===== src/rtl/generic_bus_arbiter_pkg.sv =====
// bus_arb_pkg: shared state, grant and counter-width definitions for the I/D generic bus arbiter
package bus_arb_pkg;
  typedef enum logic [1:0] {IDLE, GRANT_I, GRANT_D} arb_state_t;
  typedef enum logic [1:0] {GNT_NONE, GNT_I, GNT_D} grant_t;
  localparam int STREAK_W = 4;
endpackage


===== src/rtl/generic_bus_arbiter_if.sv =====
// generic_bus_arbiter_if: I-bus, D-bus and merged memory-side generic bus signals
interface generic_bus_arbiter_if #(parameter int ADDR_W = 32, parameter int DATA_W = 32);
  localparam int BE_W = DATA_W / 8;
  logic              i_ren, i_wen, i_busy;
  logic [ADDR_W-1:0] i_addr;
  logic [DATA_W-1:0] i_wdata, i_rdata;
  logic [BE_W-1:0]   i_byte_en;
  logic              d_ren, d_wen, d_busy;
  logic [ADDR_W-1:0] d_addr;
  logic [DATA_W-1:0] d_wdata, d_rdata;
  logic [BE_W-1:0]   d_byte_en;
  logic              m_ren, m_wen, m_busy;
  logic [ADDR_W-1:0] m_addr;
  logic [DATA_W-1:0] m_wdata, m_rdata;
  logic [BE_W-1:0]   m_byte_en;
  modport slave (
    input  i_ren, i_wen, i_addr, i_wdata, i_byte_en, d_ren, d_wen, d_addr, d_wdata, d_byte_en, m_busy, m_rdata,
    output i_busy, i_rdata, d_busy, d_rdata, m_ren, m_wen, m_addr, m_wdata, m_byte_en
  );
  modport master (
    output i_ren, i_wen, i_addr, i_wdata, i_byte_en, d_ren, d_wen, d_addr, d_wdata, d_byte_en, m_busy, m_rdata,
    input  i_busy, i_rdata, d_busy, d_rdata, m_ren, m_wen, m_addr, m_wdata, m_byte_en
  );
endinterface


===== src/rtl/generic_bus_arbiter_mux.sv =====
// generic_bus_mux: combinational steering of request and response fields for the current grant
module generic_bus_mux
  import bus_arb_pkg::*;
(
  input grant_t                  grant,
  generic_bus_arbiter_if.slave   bus
);
  logic gi, gd;
  assign gi = grant == GNT_I;
  assign gd = grant == GNT_D;
  assign bus.m_ren     = gi ? bus.i_ren     : gd ? bus.d_ren     : 1'b0;
  assign bus.m_wen     = gi ? bus.i_wen     : gd ? bus.d_wen     : 1'b0;
  assign bus.m_addr    = gi ? bus.i_addr    : gd ? bus.d_addr    : '0;
  assign bus.m_wdata   = gi ? bus.i_wdata   : gd ? bus.d_wdata   : '0;
  assign bus.m_byte_en = gi ? bus.i_byte_en : gd ? bus.d_byte_en : '0;
  // The master not holding the grant sees a permanently busy, silent bus
  assign bus.i_busy  = gi ? bus.m_busy  : 1'b1;
  assign bus.d_busy  = gd ? bus.m_busy  : 1'b1;
  assign bus.i_rdata = gi ? bus.m_rdata : '0;
  assign bus.d_rdata = gd ? bus.m_rdata : '0;
endmodule


===== src/rtl/generic_bus_arbiter.sv =====
// generic_bus_arbiter: merges I-bus and D-bus onto one memory port, D priority with I starvation guard
module generic_bus_arbiter
  import bus_arb_pkg::*;
#(
  parameter int STARVE_LIMIT = 4
) (
  input  logic                 CLK,
  input  logic                 RST,
  generic_bus_arbiter_if.slave bus
);
  localparam logic [STREAK_W-1:0] LIMIT = STREAK_W'(STARVE_LIMIT);
  arb_state_t          state;
  grant_t              grant;
  logic [STREAK_W-1:0] d_streak;
  logic                i_req, d_req, pick_d;
  assign i_req  = bus.i_ren | bus.i_wen;
  assign d_req  = bus.d_ren | bus.d_wen;
  assign pick_d = d_req && (!i_req || d_streak < LIMIT);
  // Grant is registered with the state so that an async reset drops m_* immediately
  always_ff @(posedge CLK or posedge RST)
    if (RST) begin
      state    <= IDLE;
      grant    <= GNT_NONE;
      d_streak <= '0;
    end else
      case (state)
        IDLE: begin
          state    <= pick_d ? GRANT_D : i_req ? GRANT_I : IDLE;
          grant    <= pick_d ? GNT_D : i_req ? GNT_I : GNT_NONE;
          d_streak <= pick_d ? (i_req ? d_streak + 1'b1 : '0) : i_req ? '0 : d_streak;
        end
        GRANT_I: if (!bus.m_busy || !i_req) begin
          state <= IDLE;
          grant <= GNT_NONE;
        end
        GRANT_D: if (!bus.m_busy || !d_req) begin
          state <= IDLE;
          grant <= GNT_NONE;
        end
        default: begin
          state <= IDLE;
          grant <= GNT_NONE;
        end
      endcase
  generic_bus_mux u_mux (.grant(grant), .bus(bus));
endmodule


===== src/flat_wrapper.sv =====
// flat-port wrapper written by rule: the top's interface ports become plain ports
module generic_bus_arbiter_flat import bus_arb_pkg::*;
#(
  parameter int STARVE_LIMIT = 4
)
  (CLK, RST, bus_i_ren, bus_i_wen, bus_i_addr, bus_i_wdata, bus_i_byte_en, bus_d_ren, bus_d_wen, bus_d_addr, bus_d_wdata, bus_d_byte_en, bus_m_busy, bus_m_rdata, bus_i_busy, bus_i_rdata, bus_d_busy, bus_d_rdata, bus_m_ren, bus_m_wen, bus_m_addr, bus_m_wdata, bus_m_byte_en);
  generic_bus_arbiter_if bus_i ();
  input  logic CLK;
  input  logic RST;
  input wire logic [$bits(bus_i.i_ren)-1:0] bus_i_ren;
  input wire logic [$bits(bus_i.i_wen)-1:0] bus_i_wen;
  input wire logic [$bits(bus_i.i_addr)-1:0] bus_i_addr;
  input wire logic [$bits(bus_i.i_wdata)-1:0] bus_i_wdata;
  input wire logic [$bits(bus_i.i_byte_en)-1:0] bus_i_byte_en;
  input wire logic [$bits(bus_i.d_ren)-1:0] bus_d_ren;
  input wire logic [$bits(bus_i.d_wen)-1:0] bus_d_wen;
  input wire logic [$bits(bus_i.d_addr)-1:0] bus_d_addr;
  input wire logic [$bits(bus_i.d_wdata)-1:0] bus_d_wdata;
  input wire logic [$bits(bus_i.d_byte_en)-1:0] bus_d_byte_en;
  input wire logic [$bits(bus_i.m_busy)-1:0] bus_m_busy;
  input wire logic [$bits(bus_i.m_rdata)-1:0] bus_m_rdata;
  output wire logic [$bits(bus_i.i_busy)-1:0] bus_i_busy;
  output wire logic [$bits(bus_i.i_rdata)-1:0] bus_i_rdata;
  output wire logic [$bits(bus_i.d_busy)-1:0] bus_d_busy;
  output wire logic [$bits(bus_i.d_rdata)-1:0] bus_d_rdata;
  output wire logic [$bits(bus_i.m_ren)-1:0] bus_m_ren;
  output wire logic [$bits(bus_i.m_wen)-1:0] bus_m_wen;
  output wire logic [$bits(bus_i.m_addr)-1:0] bus_m_addr;
  output wire logic [$bits(bus_i.m_wdata)-1:0] bus_m_wdata;
  output wire logic [$bits(bus_i.m_byte_en)-1:0] bus_m_byte_en;
  assign bus_i.i_ren = bus_i_ren;
  assign bus_i.i_wen = bus_i_wen;
  assign bus_i.i_addr = bus_i_addr;
  assign bus_i.i_wdata = bus_i_wdata;
  assign bus_i.i_byte_en = bus_i_byte_en;
  assign bus_i.d_ren = bus_d_ren;
  assign bus_i.d_wen = bus_d_wen;
  assign bus_i.d_addr = bus_d_addr;
  assign bus_i.d_wdata = bus_d_wdata;
  assign bus_i.d_byte_en = bus_d_byte_en;
  assign bus_i.m_busy = bus_m_busy;
  assign bus_i.m_rdata = bus_m_rdata;
  assign bus_i_busy = bus_i.i_busy;
  assign bus_i_rdata = bus_i.i_rdata;
  assign bus_d_busy = bus_i.d_busy;
  assign bus_d_rdata = bus_i.d_rdata;
  assign bus_m_ren = bus_i.m_ren;
  assign bus_m_wen = bus_i.m_wen;
  assign bus_m_addr = bus_i.m_addr;
  assign bus_m_wdata = bus_i.m_wdata;
  assign bus_m_byte_en = bus_i.m_byte_en;
  generic_bus_arbiter #(.STARVE_LIMIT(STARVE_LIMIT)) u_core (.CLK(CLK), .RST(RST), .bus(bus_i));
endmodule

===== config.mk =====
export PLATFORM = sky130hd
export DESIGN_NAME = generic_bus_arbiter_flat
export DESIGN_NICKNAME = d
export VERILOG_FILES = /design/src/rtl/generic_bus_arbiter_pkg.sv /design/src/rtl/generic_bus_arbiter_if.sv /design/src/rtl/generic_bus_arbiter_mux.sv /design/src/rtl/generic_bus_arbiter.sv /design/src/flat_wrapper.sv
export SDC_FILE = /design/constraint.sdc
export NUM_CORES = 1
export LEC_CHECK = 0
export ABC_AREA = 1
export BUFFER_PORTS_ARGS = -buffer_cell sky130_fd_sc_hd__buf_4
export CAP_MARGIN = 0
export CORE_AREA = 2 2 120 122
export DETAILED_ROUTE_END_ITERATION = 7
export DIE_AREA = 0 0 122 124
export PLACE_DENSITY = 0.41
export RECOVER_POWER = 50
export SLEW_MARGIN = 20
export SYNTH_ARGS = -nofsm -noshare
export SYNTH_HDL_FRONTEND = slang
export SYNTH_SLANG_ARGS = --single-unit

===== constraint.sdc =====
create_clock -name CLK -period 1.24 [get_ports CLK]
set_input_delay 0.248 -clock CLK [delete_from_list [all_inputs] [get_ports CLK]]
set_output_delay 0.248 -clock CLK [all_outputs]
set_load 0.05 [all_outputs]

Word level (Yosys, flattened, before mapping) --
Cells that the tools add are included.
Cells by class: mux-type cells 22, magnitude comparators 1, bitwise operators 2, $add $sub $neg 1, equal/unequal tests 4, reduce and logical (&&, ||, !) cells 11
Operator list (number):
- 2-to-1 mux 32 bit | 6
- 2-to-1 mux 4 bit | 5
- 2-to-1 mux 1 bit | 7
- 2-to-1 mux 2 bit | 3
- case mux 2 bit (3 select lines) | 1
- adder 4 x 1 -> 4 bit, second input constant | 1
- less-than comparator 4 x 3 -> 1 bit, second input constant | 1
- != test 2 x 1 -> 1 bit, second input constant | 2
- AND reduction 2 bit | 2
- zero test 1 bit | 3
- logical OR 1 bit | 3
- == test 2 x 1 -> 1 bit, second input constant | 1
- == test 2 bit, second input constant | 1
- zero test 2 bit | 1
- OR 1 bit | 2
- nonzero test 2 bit | 1
- logical AND 1 bit | 1
Word-level totals: word-level logic and storage cells 43, flip-flop bits (word level) 6, bits of input ports 175

Depth between registers and ports, before layout --
Gate-level depths: netlist of the first run.
depth in word-level cells 6, depth in mapped cells 7, mapped depth without buffers 7

Cells and area by module --
Synthesis of the first run repeated with hierarchy kept, for this count alone.
Unflattened totals: cells, all modules 395, area total of the unflattened synthesis 2001.9 µm²
By module, submodules not included:
- generic_bus_mux | area an instance 1627.8 µm², cells each 349, times used 1
- generic_bus_arbiter | area an instance 374.1 µm², cells each 46, times used 1

Worst setup path after synthesis of the first run --
Ideal clock, no wire load.
kind register -> output, start point register, netlist name u_core.state[0], end point output port bus_d_rdata[10], buffers on the path 1, arrival 1.461 ns, cell stages (with the launch flop) 5, data required time 0.992 ns, path slack -0.469 ns, path through dfrtp_1 -> nor2_4 -> inv_2 -> buf_2 -> nor2_1
RTL lines:
- end: declaration | line flat_wrapper.sv:25 | output wire logic [$bits(bus_i.d_rdata)-1:0] bus_d_rdata;

==> impl_metrics.ini, run 1 <==
[floorplanning]
ios = 311
die_w_um = 122
core_area_mm2 = 0.0137
std_cell_rows = 43
die-area_mm2 = 0.0151
start_util_pct = 10.8
die_h_um = 124

[critical_path]
timing.rr.end = u_core.d_streak[1]
worst_setup_path_end_kind = output pin
cpMostUsedCell = nor2_4
cp-start-kind = flip-flop
crit_path_top_delay_cell = dfrtp_2
cp.arrival_ns = 1.50
crit_path_start = u_core.state[0]
r2r_start = u_core.state[0]
worstPathRequired_ns = 0.99
path_max_fanout = 9
crit_chain = nor2_4 > buf_6 > inv_8 > buf_12 > nor2_4 > buf_8
path_class = reg -> out
crit_path_end = bus_d_rdata[29]
r2r.worst_path.cells = 6
regToRegSetupSlack_ns = -0.01
cp_slowest_stage_delay_ns = 0.43

[clock_tree]
cts_max_path_buffers = 2
clk_pin_slew_worst_paths_ns = 0.03
htree_levels = 1
clock-sinks = 6
insertion_delay_ns = 0.23
cts_tree = done
cts_made_buffers = 3
cts.root.buffer_cell = clkbuf_16

[timing]
clock.fmax_ghz = 0.574
final.min_clock_period_ns = 1.74
skew_ns = 0.0000639
drv_slew = 0
worstMarginPinSlew_ns = 0.267
setup_viol_count_final = 138
setup_tns_ns = -62.10
rsz0062_at_grt = true
layout_setup_ws_ns = -0.503
final.period_utilization_pct = 141
slew_headroom_pct = 82.1
hold_viol = 0

[routing]
final_antenna_net_count = 0
drc = 0
dr.pass1.iters = 4
wirelength_um = 13600
vias_per_cell = 4.08
vias = 3028
drt_iter0_markers = 129
routedWlPerCell_um = 18.3

[placement]
finalWeightedCongestion = 0.789
dp_hpwl_um = 10800
placed_cell_area_mm2 = 0.00465
io_buffer_count = 310

[logic_synthesis]
avgSynthCellArea_um2 = 6.12
syn-instance-count = 242
yosys.area.top_type = a22o_1
synth-seq-cells = 6
synth_warnings = 0
synth_area_leaders = a22o_1 (40%), nor2_1 (19%), inv_1 (11%), dfrtp_1 (10%), buf_6 (5.3%)
ys_seq_area_share_pct = 10.1
syn_area_mm2 = 0.00148
yosysTopAreaCellShare_pct = 40.2
syn_nets = 418
synth_cell_types = 15

[global_routing]
grt_max_degree = 33
grt_usage_pct = 15.9
gr-total-overflow = 0
antenna_found_initial = 0
grt_pass1_vias = 3027
grt_pass1_wl_um = 18300

[pwr]
p_leak_uw = 0.00293
switching_share_pct = 57.0
switchingPower_uw = 8700
combPwrFrac_pct = 94.5
pwr-share-seq_pct = 2.1
internal_power_uw = 6550
vdd_drop_max_v = 0.00126
pwr-share-clk_pct = 3.4
power.density_mw_per_mm2 = 2580

[final_layout]
final_common_cell = buf_4
layout_common_cells = buf_4 (177), buf_6 (90), nor2_4 (65)
fillCellCount = 1381
area_delta_synth_final_pct = 300
seq_area_um2 = 151
drive_gt1_share_pct = 85.8
multiInputGateArea_mm2 = 0.00176
fin_area_mm2 = 0.00592
diodes = 0
nets = 741

[outcome]
violations = setup timing
status = finished with violations

[hold_path]
min_path_type = in -> reg

[job]
maxCapViolations = 0
sequential cells by signal, indices dropped and copies added (netlist names):
| name | flops |
|---|---|
| u_core.d_streak | 4 |
| u_core.state | 2 |
layout make-up:
cell class                      instances  share of cell area, %
Inverter                               46                   3.13
Multi-Input combinational cell        170                   29.8
Tap cell                              180                   3.80
Clock buffer                            3                   1.27
Timing Repair Buffer                  338                   59.5
Sequential cell                         6                   2.56
metrics by stage:
stage          total power, uW  std cells  util (%)  worst slack, ns  hold WS, ns
5_1_grt                  15800        743      43.1           -0.563        0.309
4_1_cts                  14800        744      41.3           -0.555        0.300
3_5_place_dp             12200        730      33.9           -0.332        0.188
6_report                 15200        743      43.1           -0.503        0.292
2_1_floorplan             8700        242         -           -0.215       0.0390
3_3_place_gp             12100        730      33.9           -0.318        0.186
critical path: cells and delay by family (launching register included):
family | cells | cell delay, ns
buf+inv | 4 | 0.52
flops | 1 | 0.43
simple gates | 2 | 0.31
worst min-delay path by stage:
stage          slack (ns)        from                 end  depth (start not counted)
2_1_floorplan        0.04         RST  u_core.d_streak[0]                          1
3_3_place_gp         0.19         RST  u_core.d_streak[0]                          2
3_5_place_dp         0.19         RST  u_core.d_streak[1]                          2
4_1_cts              0.30  bus_m_busy     u_core.state[1]                          3
5_1_grt              0.31  bus_m_busy     u_core.state[1]                          3
6_report             0.29  bus_m_busy     u_core.state[1]                          3
cells in the mapped netlist (all sizes together):
cell,count
o21ai,1
a22o,68
inv,46
ha,1
buf,20
nor2,74
nand3,6
nand2,18
o22ai,2
dfrtp,6
cell families after synthesis:
family          count (synthesis)  share of synthesized area [%]
compound gates                 71                           41.4
fa+ha+maj                       1                          0.845
buf+inv                        66                           21.6
flops                           6                           10.1
simple gates                   98                           26.0
power groups by stage:
stage | logic, uW | clock network, uW | registers (uW)
3_5_place_dp | 11800 | 0 | 325
5_1_grt | 15000 | 542 | 332
6_report | 14400 | 516 | 324
3_3_place_gp | 11800 | 0 | 318
2_1_floorplan | 8390 | 0 | 310
4_1_cts | 13900 | 523 | 325
metal layers:
metal  global-route usage (%)  wire length (um)
met1                     18.8              4910
met2                     30.6              7580
met3                     2.88               934
met4                     1.80               168
met5                        0                 0
repair_timing:
| action | 4_1_cts | 5_1_grt |
|---|---|---|
| hold endpoints to repair | 6 | 0 |
| endpoints found under the setup margin | 139 | 141 |
| hold buffers | 1 | 0 |
| gates resized for setup | 189 | 65 |
| pin swaps | 4 | 6 |
| setup buffers | 7 | 1 |
| gates cloned | 4 | 0 |
Note: power is estimated with default switching activity, not from simulation.
==> run 2, diff against run 1 <==
--- a/config.mk
+++ b/config.mk
@@ -11,7 +11,6 @@
 export CORE_AREA = 2 2 120 122
 export DETAILED_ROUTE_END_ITERATION = 7
 export DIE_AREA = 0 0 122 124
-export PLACE_DENSITY = 0.41
 export RECOVER_POWER = 50
 export SLEW_MARGIN = 20
 export SYNTH_ARGS = -nofsm -noshare
==> run 2 against run 1 <==
The run still ends with setup timing left. Final cell count decreased by 0.81%. Clock skew increased by 0.0019 ns. Combinational power barely moved. Hold slack got worse by 0.020 ns. Via count fell by 0.46%. Core utilization fell by 1.1 points. Power is 0.75% higher. Die area did not move. Sequential share of layout area is 0.068 points higher. Highest routed layer unchanged.
==> impl_metrics.ini, run 2 (synthesized netlist as in run 1, its figures left out) <==
[global_routing]
grt_usage_pct = 13.9
grt_pass1_vias = 3018
grt_max_degree = 37
gr-total-overflow = 0
antenna_found_initial = 0
grt_pass1_wl_um = 16400

[clock_tree]
clk_pin_slew_worst_paths_ns = 0.04
insertion_delay_ns = 0.23
cts_max_path_buffers = 2
clock-sinks = 6
cts_made_buffers = 3
cts_tree = done
cts.root.buffer_cell = clkbuf_16
htree_levels = 1

[routing]
dr.pass1.iters = 4
vias_per_cell = 4.09
final_antenna_net_count = 0
wirelength_um = 12400
drt_iter0_markers = 73
drc = 0
routedWlPerCell_um = 16.8
vias = 3014

[pwr]
total_power_uw = 15400
vdd_drop_max_v = 0.000935
power.density_mw_per_mm2 = 2660
p_leak_uw = 0.00294

[timing]
worstMarginPinSlew_ns = 0.276
final.min_clock_period_ns = 1.74
drv_slew = 0
skew_ns = 0.00198
clock.fmax_ghz = 0.574
slew_headroom_pct = 81.6
fin_hold_ws_ns = 0.272
hold_viol = 0
setup_viol_count_final = 139
final.period_utilization_pct = 141
layout_setup_ws_ns = -0.503
rsz0062_at_grt = true

[final_layout]
area_delta_synth_final_pct = 290
nets = 735
largest_reg_flops = 4
final_common_cell = buf_4
diodes = 0
reg_top3 = u_core.d_streak: 4 flops, u_core.state: 2 flops
fin_cells = 737
drive_gt1_share_pct = 85.3
fin_util_pct = 42.0
fillCellCount = 1322
layout_common_cells = buf_4 (178), buf_6 (98), inv_1 (43)
regMostFlops = u_core.d_streak

[floorplanning]
die_w_um = 122
core_area_mm2 = 0.0137
ios = 311
die_h_um = 124
start_util_pct = 10.8
die-area_mm2 = 0.0151
std_cell_rows = 43

[placement]
finalWeightedCongestion = 0.795
dp_hpwl_um = 9270
dp.cells = 724
io_buffer_count = 310

[outcome]
status = finished with violations
violations = setup timing

[job]
maxCapViolations = 0

[critical_path]
timing.rr.end = u_core.d_streak[1]
path_class = reg -> out
worstPathRequired_ns = 0.99
regToRegSetupSlack_ns = -0.07
path_max_fanout = 16
cp.arrival_ns = 1.49
r2r.worst_path.cells = 7
r2r_start = u_core.state[1]
cp-start-kind = flip-flop
worst_setup_path_end_kind = output pin

[hold_path]
whs_endpoint = u_core.state[1]
holdPathStages = 3
min_from = bus_m_busy
min_path_type = in -> reg
## run 2: cell types whose count changed in the layout (fill, tap and decap cells not counted), moves of 6 or more
cell / before / now
buf_12: 15 / 9
nor2_4: 65 / 39
a22o_4: 19 / 35
buf_8: 50 / 40
a22o_2: 49 / 33
buf_6: 90 / 98
nor2_2: 0 / 24
## run 2: worst max path at each step
stage | slack (ns) | cells after the start | to | startpoint
after floorplan | -0.21 | 4 | bus_i_rdata[13] | u_core.state[1]
after CTS | -0.49 | 6 | bus_m_wdata[25] | u_core.state[1]
after detailed placement | -0.29 | 4 | bus_m_addr[23] | u_core.state[0]
after global routing | -0.54 | 6 | bus_m_wdata[25] | u_core.state[1]
final | -0.50 | 6 | bus_m_addr[11] | u_core.state[1]
after global placement | -0.25 | 5 | bus_m_addr[23] | u_core.state[1]
## run 2: what timing repair did
action | in CTS | in global routing
gates cloned | 3 | 1
setup buffers | 4 | 1
resized for setup | 161 | 57
pin swaps | 3 | 4
endpoints found under the hold margin | 6 | 0
hold buffers | 1 | 0
endpoints found under the setup margin | 139 | 141
## run 2: metal layers
layer | vias to the layer above | track usage [%] | share of wire (%)
met5 | - | 0 | 0
met4 | 0 | 2.44 | 0.69
met3 | 10 | 2.84 | 6.9
met2 | 112 | 26.9 | 58
met1 | 1449 | 15.7 | 35
li1 | 1443 | - | -
## run 2: stage by stage
step                      setup slack (ns)  cell area, um^2  setup TNS (ns)
after floorplan                     -0.215             2040          -18.77
after global placement              -0.254             4610          -24.85
after detailed placement            -0.289             4610          -27.27
after CTS                           -0.494             5440          -57.56
after global routing                -0.536             5770          -64.37
final                               -0.503             5770          -57.17
## run 2: final cells by class
cell class              count  area [um^2]  share of cell area (%)
repair buffers            332         3370                    58.5
multi-input cells         170         1760                    30.5
well taps                 180          225                    3.91
inverters                  46          185                    3.21
flip-flops and latches      6          151                    2.63
clock buffers               3         75.1                    1.30
## run 2: critical path: stages, from the launching register on
cell	delay, ns
dfrtp_1	0.38
inv_2	0.10
nor2_4	0.06
buf_12	0.14
buf_16	0.15
a22o_4	0.27
buf_8	0.15
## run 2: report_power, final
part / switching, uW / leakage (uW) / total, uW / internal [uW]
Clock: 118 / 0.0000370 / 533 / 415
Combinational: 8430 / 0.00283 / 14500 / 6080
Sequential: 53.3 / 0.0000773 / 319 / 266
Total: 8600 / 0.00294 / 15400 / 6760
